==> src/rtl/rv32_uart_tx_mmio.sv <==
// Memory-mapped 8N1 UART transmitter on the rv32 data bus.
// Register window: +0x0 DATA (W), +0x4 STATUS (R), +0x8 CLKDIV (R/W).
// Written bytes are queued in a small FIFO and shifted out LSB first.

package rv32_uart_tx_pkg;
    typedef logic [31:0] rv32_word;

    typedef enum logic [1:0] {
        MEM_NONE  = 2'd0,
        MEM_READ  = 2'd1,
        MEM_WRITE = 2'd2
    } mem_op_t;

    typedef struct packed {
        mem_op_t  op;
        rv32_word addr;
        rv32_word data;
    } memory_request_t;
endpackage

// Transmit FSM states:
//   state    | meaning
//   ST_IDLE  | line high, pops the next byte when the FIFO has one
//   ST_START | start bit (low) for CLKDIV cycles
//   ST_DATA  | eight data bits, LSB first, CLKDIV cycles each
//   ST_STOP  | stop bit (high) for CLKDIV cycles
module rv32_uart_tx_mmio
    import rv32_uart_tx_pkg::*;
#(
    parameter logic [31:0] BASE_ADDR   = 32'h8000_0000,
    parameter int          FIFO_DEPTH  = 8,
    parameter logic [15:0] DEFAULT_DIV = 16'd868
) (
    input  logic            clk,
    input  logic            reset,
    input  memory_request_t data_request,
    output logic            request_done,
    output rv32_word        data,
    output logic            tx
);

    localparam int AW = $clog2(FIFO_DEPTH);

    localparam logic [1:0] OFF_DATA   = 2'd0;
    localparam logic [1:0] OFF_STATUS = 2'd1;
    localparam logic [1:0] OFF_CLKDIV = 2'd2;

    localparam logic [1:0] ST_IDLE  = 2'd0;
    localparam logic [1:0] ST_START = 2'd1;
    localparam logic [1:0] ST_DATA  = 2'd2;
    localparam logic [1:0] ST_STOP  = 2'd3;

    // Bus side
    logic        hit;
    logic        serve;
    logic        pending;
    rv32_word    pend_addr;
    logic        req_valid;
    logic        req_write;
    logic [1:0]  req_off;
    logic [15:0] req_wdata;
    rv32_word    status_word;
    rv32_word    rd_word;
    logic [15:0] clkdiv;
    logic        overflow;
    logic        unused_bits;

    // FIFO
    logic [7:0]  mem [FIFO_DEPTH];
    logic [AW:0] wr_ptr;
    logic [AW:0] rd_ptr;
    logic [AW:0] count;
    logic        fifo_full;
    logic        fifo_empty;
    logic        push_req;
    logic        push_ok;
    logic        pop;

    // Transmitter
    logic [1:0]  state;
    logic [1:0]  state_n;
    logic [7:0]  shift;
    logic [7:0]  shift_n;
    logic [2:0]  bit_cnt;
    logic [2:0]  bit_n;
    logic [15:0] baud_cnt;
    logic [15:0] baud_n;
    logic        tx_n;

    assign unused_bits = ^data_request.data[31:16];

    // Offset 0xC lies inside the decoded window but is not a register, so it never answers.
    assign hit = (data_request.op != MEM_NONE)
              && (data_request.addr[31:4] == BASE_ADDR[31:4])
              && (data_request.addr[1:0] == 2'b00)
              && (data_request.addr[3:2] != 2'b11);

    // A held request is served only once; a new address or a return to NONE re-arms it.
    assign serve = hit && !(pending && (data_request.addr == pend_addr));

    assign request_done = req_valid;

    assign count      = wr_ptr - rd_ptr;
    assign fifo_empty = (wr_ptr == rd_ptr);
    assign fifo_full  = (wr_ptr[AW] != rd_ptr[AW]) && (wr_ptr[AW-1:0] == rd_ptr[AW-1:0]);

    assign push_req = req_valid && req_write && (req_off == OFF_DATA);
    assign pop      = (state == ST_IDLE) && !fifo_empty;
    // The pop frees a slot first, so a push on a full FIFO still lands when a pop coincides.
    assign push_ok  = push_req && (!fifo_full || pop);

    // Track the currently presented request so a held one is not served again.
    always_ff @(posedge clk) begin
        if (reset) begin
            pending   <= 1'b0;
            pend_addr <= '0;
        end else begin
            pending   <= hit;
            pend_addr <= data_request.addr;
        end
    end

    // Register a served request; its effects and the done pulse happen one cycle later.
    always_ff @(posedge clk) begin
        if (reset) begin
            req_valid <= 1'b0;
            req_write <= 1'b0;
            req_off   <= 2'b00;
            req_wdata <= '0;
        end else begin
            req_valid <= serve;
            req_write <= (data_request.op == MEM_WRITE);
            req_off   <= data_request.addr[3:2];
            req_wdata <= data_request.data[15:0];
        end
    end

    // Assemble the STATUS word and the read mux.
    always_comb begin
        status_word        = '0;
        status_word[4:0]   = 5'(count);
        status_word[8]     = fifo_full;
        status_word[9]     = fifo_empty;
        status_word[10]    = (state != ST_IDLE);
        status_word[11]    = overflow;
        rd_word            = '0;
        case (req_off)
            OFF_STATUS: rd_word = status_word;
            OFF_CLKDIV: rd_word = {16'h0000, clkdiv};
            default:    rd_word = '0;
        endcase
    end

    // Register writes, sticky overflow and read-data capture.
    always_ff @(posedge clk) begin
        if (reset) begin
            clkdiv   <= DEFAULT_DIV;
            overflow <= 1'b0;
            data     <= '0;
        end else begin
            if (push_req && !push_ok) begin
                overflow <= 1'b1;
            end else if (req_valid && !req_write && (req_off == OFF_STATUS)) begin
                overflow <= 1'b0;
            end
            if (req_valid && req_write && (req_off == OFF_CLKDIV)) begin
                clkdiv <= (req_wdata < 16'd2) ? 16'd2 : req_wdata;
            end
            if (req_valid && !req_write) begin
                data <= rd_word;
            end
        end
    end

    // FIFO storage; contents need no reset because the pointers define validity.
    always_ff @(posedge clk) begin
        if (push_ok) begin
            mem[wr_ptr[AW-1:0]] <= req_wdata[7:0];
        end
    end

    // FIFO pointers wrap naturally through the extra MSB.
    always_ff @(posedge clk) begin
        if (reset) begin
            wr_ptr <= '0;
            rd_ptr <= '0;
        end else begin
            if (push_ok) begin
                wr_ptr <= wr_ptr + 1'b1;
            end
            if (pop) begin
                rd_ptr <= rd_ptr + 1'b1;
            end
        end
    end

    // Next-state logic; the baud down-counter reloads from CLKDIV at every bit boundary.
    always_comb begin
        state_n = state;
        shift_n = shift;
        bit_n   = bit_cnt;
        baud_n  = baud_cnt;
        case (state)
            ST_IDLE: begin
                if (!fifo_empty) begin
                    state_n = ST_START;
                    shift_n = mem[rd_ptr[AW-1:0]];
                    bit_n   = 3'd0;
                    baud_n  = clkdiv - 16'd1;
                end
            end
            ST_START: begin
                if (baud_cnt == 16'd0) begin
                    state_n = ST_DATA;
                    baud_n  = clkdiv - 16'd1;
                end else begin
                    baud_n = baud_cnt - 16'd1;
                end
            end
            ST_DATA: begin
                if (baud_cnt == 16'd0) begin
                    baud_n  = clkdiv - 16'd1;
                    shift_n = {1'b0, shift[7:1]};
                    if (bit_cnt == 3'd7) begin
                        state_n = ST_STOP;
                    end else begin
                        bit_n = bit_cnt + 3'd1;
                    end
                end else begin
                    baud_n = baud_cnt - 16'd1;
                end
            end
            ST_STOP: begin
                if (baud_cnt == 16'd0) begin
                    state_n = ST_IDLE;
                end else begin
                    baud_n = baud_cnt - 16'd1;
                end
            end
            default: state_n = ST_IDLE;
        endcase
        if (state_n == ST_START) begin
            tx_n = 1'b0;
        end else if (state_n == ST_DATA) begin
            tx_n = shift_n[0];
        end else begin
            tx_n = 1'b1;
        end
    end

    // Transmitter registers; tx is registered so the pin never glitches on state changes.
    always_ff @(posedge clk) begin
        if (reset) begin
            state    <= ST_IDLE;
            shift    <= '0;
            bit_cnt  <= '0;
            baud_cnt <= '0;
            tx       <= 1'b1;
        end else begin
            state    <= state_n;
            shift    <= shift_n;
            bit_cnt  <= bit_n;
            baud_cnt <= baud_n;
            tx       <= tx_n;
        end
    end

endmodule

==> config.mk <==
export PLATFORM = sky130hd
export DESIGN_NAME = rv32_uart_tx_mmio
export DESIGN_NICKNAME = d
export VERILOG_FILES = /design/src/rtl/rv32_uart_tx_mmio.sv
export SDC_FILE = /design/constraint.sdc
export NUM_CORES = 1
export LEC_CHECK = 0
export ABC_AREA = 1
export CORE_UTILIZATION = 55
export CTS_BUF_LIST = sky130_fd_sc_hd__clkbuf_4
export DETAILED_ROUTE_END_ITERATION = 16
export PLACE_DENSITY = 0.79
export SETUP_SLACK_MARGIN = 0.05
export SYNTH_ARGS = -nofsm -noshare
export SYNTH_HDL_FRONTEND = slang
export SYNTH_SLANG_ARGS = --single-unit
==> constraint.sdc <==
create_clock -name clk -period 2.6 [get_ports clk]
set_input_delay 0.52 -clock clk [delete_from_list [all_inputs] [get_ports clk]]
set_output_delay 0.52 -clock clk [all_outputs]
set_load 0.05 [all_outputs]
==> results.md <==
- Worst-margin pin slew: 784.4 ps
- Clock buffer depth: 2
- RR Startpoint: rd_ptr[1]
- Post-synthesis cell area: 8711 µm²
- Slew HR: 47.51%
- Maxcap violations: 0
- HPWL Detailed: 13,300 µm
- Drt first-iter violations: 460
- H-tree depth: 4
- PwrDens: 842.7 nW/µm²
- DR vias/cell: 5.209
- Yosys warns: 0
- Unrepaired setup endpoints after global routing: no
- TritonCTS clock tree: yes
- WL/cell: 13.93 µm
- Commonest non-fill, non-tap cells in the layout: nor2_1, nand2_1, dfxtp_1, inv_1, o21ai_0
- Die W: 127.9 µm
- Remaining DRCs: 0
- Top FF cell, synth: dfxtp_1
- GRT overflow: 0
- Int Pwr: 0.005005 W
- Mapped Cells: 1,057
- Inserted Clock Buffers: 17
- Clk pwr share: 20.1%
- Nets: 1,212
- Synth Area per Inst: 8.241 µm²
- Setup violators final: 0
- Min-delay src: reset
- Fin crit period: 2324 ps
- Synth top area share: 28.73%
- Initial antenna violation count: 1
- Final Hold Vio Count: 0
- Clk_lat worst skew: 580 ps
- Bufs and invs on worst path: 1
- Maximum vdd drop: 0.0003841 V
- Skew final: 15.53 ps
- ANT nets after route: 0
- Fraction of layout cells with a size suffix above 1: 7.719%
- Worst hold path type: input port to flop
- Leakage: 4.022 nW
- Startpoint types: flop
- Clock root cell: clkbuf_4
- Worst EP required: 2080 ps
- Sink Count: 189
- Register bit count reported by yosys: 189
- Net Sw Power: 0.003319 W
- Fin Setup TNS: 0 ps
- Area leader, netlist: dfxtp_1
- Comb power frac: 36.8%
- Worst stage delay on the critical path: 830 ps
- Commonest non-fill, non-tap cell in the layout: nor2_1
- Via Count: 7,042
- Critical path class: flop to primary output
- Pin count of the biggest net entering global routing: 38
- Period utilization: 89.40%
- Net Sw Frac: 39.88%
- Clock transition at the registers of the reported paths: 160 ps
- Reg2reg setup slack: 280 ps
- Chip height: 127.9 µm
- Vias in the first global route: 6,382
- Sequential area share after synthesis: 50.79%
- Post-synth cell types: 43
- CP max stage cell: clkdlybuf4s50_1
- PortBufs: 69
- Die outline area: 16,350 µm²
- Core Area: 15,310 µm²
- Total power: 0.008324 W
- Final hold slack: 310.7 ps
- Fmax: 430.2 MHz
- Drt first pass iters: 7
- Register share of total power: 43.1%
- Post-synth EDFFs: 64
- GRT Overall Usage: 23.84%
- Critical path startpoint: data[5]
- Ys async rst share: 0%
- Placer's final routability congestion estimate: 0.8517
- Post-Route WL: 18,840 µm
- Top fanout value on the critical path: 2
- Post-CTS Hold Buffers: 0
- Worst setup EP type: primary output
- Critical Path AT: 1800 ps
- Top delay family on crit path: buffers and inverters
- Row cnt: 45
- Starting Density: 56.88%
- Global-route wire length before repair: 30,640 µm
- Ports: 102
- Crit path cell chain: clkdlybuf4s50_1
- Status: finished, final reports clean
- Syn-to-layout area delta: 13.40%
- Most area-consuming cells after synthesis: dfxtp_1, edfxtp_1, nor2_1
- Slew Viols, Final: 0
[metal layers]
metal  part of all wire [%]  routed length, µm  global-route usage, %  vias up
li1                       -                  -                      -     3577
met3                    5.0                943                  3.589       32
met4                    2.3                424                  9.066        0
met5                      0                  0                      0        -
met2                     47               8810                  39.10      226
met1                     46               8658                  31.94     3207
[kinds of logic after synthesis]
family          after synthesis  share of synthesized area [%]
buf+inv                     180                          8.905
fa+ha+maj                    17                          2.528
other cells                   1                        0.04305
flops                       189                          50.79
simple gates                463                          23.47
xor+xnor                     27                          2.715
compound gates              180                          11.55
[registers in the layout, summed over array words and instances (netlist names), 2 cells and up, named ones only]
register   flops
wr_ptr         4
pend_addr     32
data          16
rd_ptr         4
shift          8
clkdiv        16
mem           64
req_wdata     16
baud_cnt      16
bit_cnt        3
state          2
[path summary, 6_finish.rpt]
check,end,cells after the start
worst max-delay path,data[5],1
worst min-delay path,pend_addr[8],2
worst max register to register,mem[0][1],11
worst min register to register,data[13],2
[area by class of cell]
class	instances	area (µm²)
repair buffers	87	820.8
clock buffers	18	135.1
well taps	211	264.0
fillers	1308	5436
diodes	1	2.502
clock inverters	14	172.7
multi-input cells	703	3575
inverters	129	484.2
flip-flops and latches	189	4424
[through the flow]
step | instances | util (%) | worst slack, ps | instance area [µm²]
final | 1352 | 64.50 | 275.7 | 9878
after global routing | 1352 | 64.50 | 69.38 | 9878
after CTS | 1351 | 64.44 | 108.8 | 9868
after detailed placement | 1319 | 62.43 | 158.3 | 9560
after global placement | 1319 | 62.43 | 240.6 | 9560
after floorplan | 1072 | - | 348.7 | 8767
[cells in the mapped netlist, types with 2 or more instances]
library cell,count
inv_2,6
buf_6,3
o21ai_4,2
o22ai_1,16
nand2_4,2
xnor2_1,9
buf_4,19
a21oi_1,60
a22o_1,2
dfxtp_1,125
inv_1,122
nor2_4,6
o21ai_0,71
nand3b_1,4
nor3_1,9
xor2_1,18
buf_1,3
clkbuf_1,21
nor3b_1,2
nand2_1,156
nand2_2,5
nor2_1,182
nor2_2,4
nor4_1,5
a211oi_1,3
edfxtp_1,64
buf_2,5
o211ai_1,15
o21ai_1,8
nand3_2,4
ha_1,16
nand4_1,15
nand3_1,63
or2_2,3
[timing repair]
action                                  in CTS  in global routing
endpoints found under the setup margin       0                 24
buffers inserted                             0                  0
resized for setup                            0                  3
[power by group through the flow]
stage / Sequential, W / Clock [W] / Combinational (W)
after global routing: 0.00363 / 0.00181 / 0.00346
after global placement: 0.00365 / 0 / 0.00298
after detailed placement: 0.00365 / 0 / 0.00304
final: 0.00359 / 0.00168 / 0.00306
after CTS: 0.00358 / 0.00171 / 0.00306
after floorplan: 0.00358 / 0 / 0.00245
Note: power is estimated with default switching activity, not from simulation.
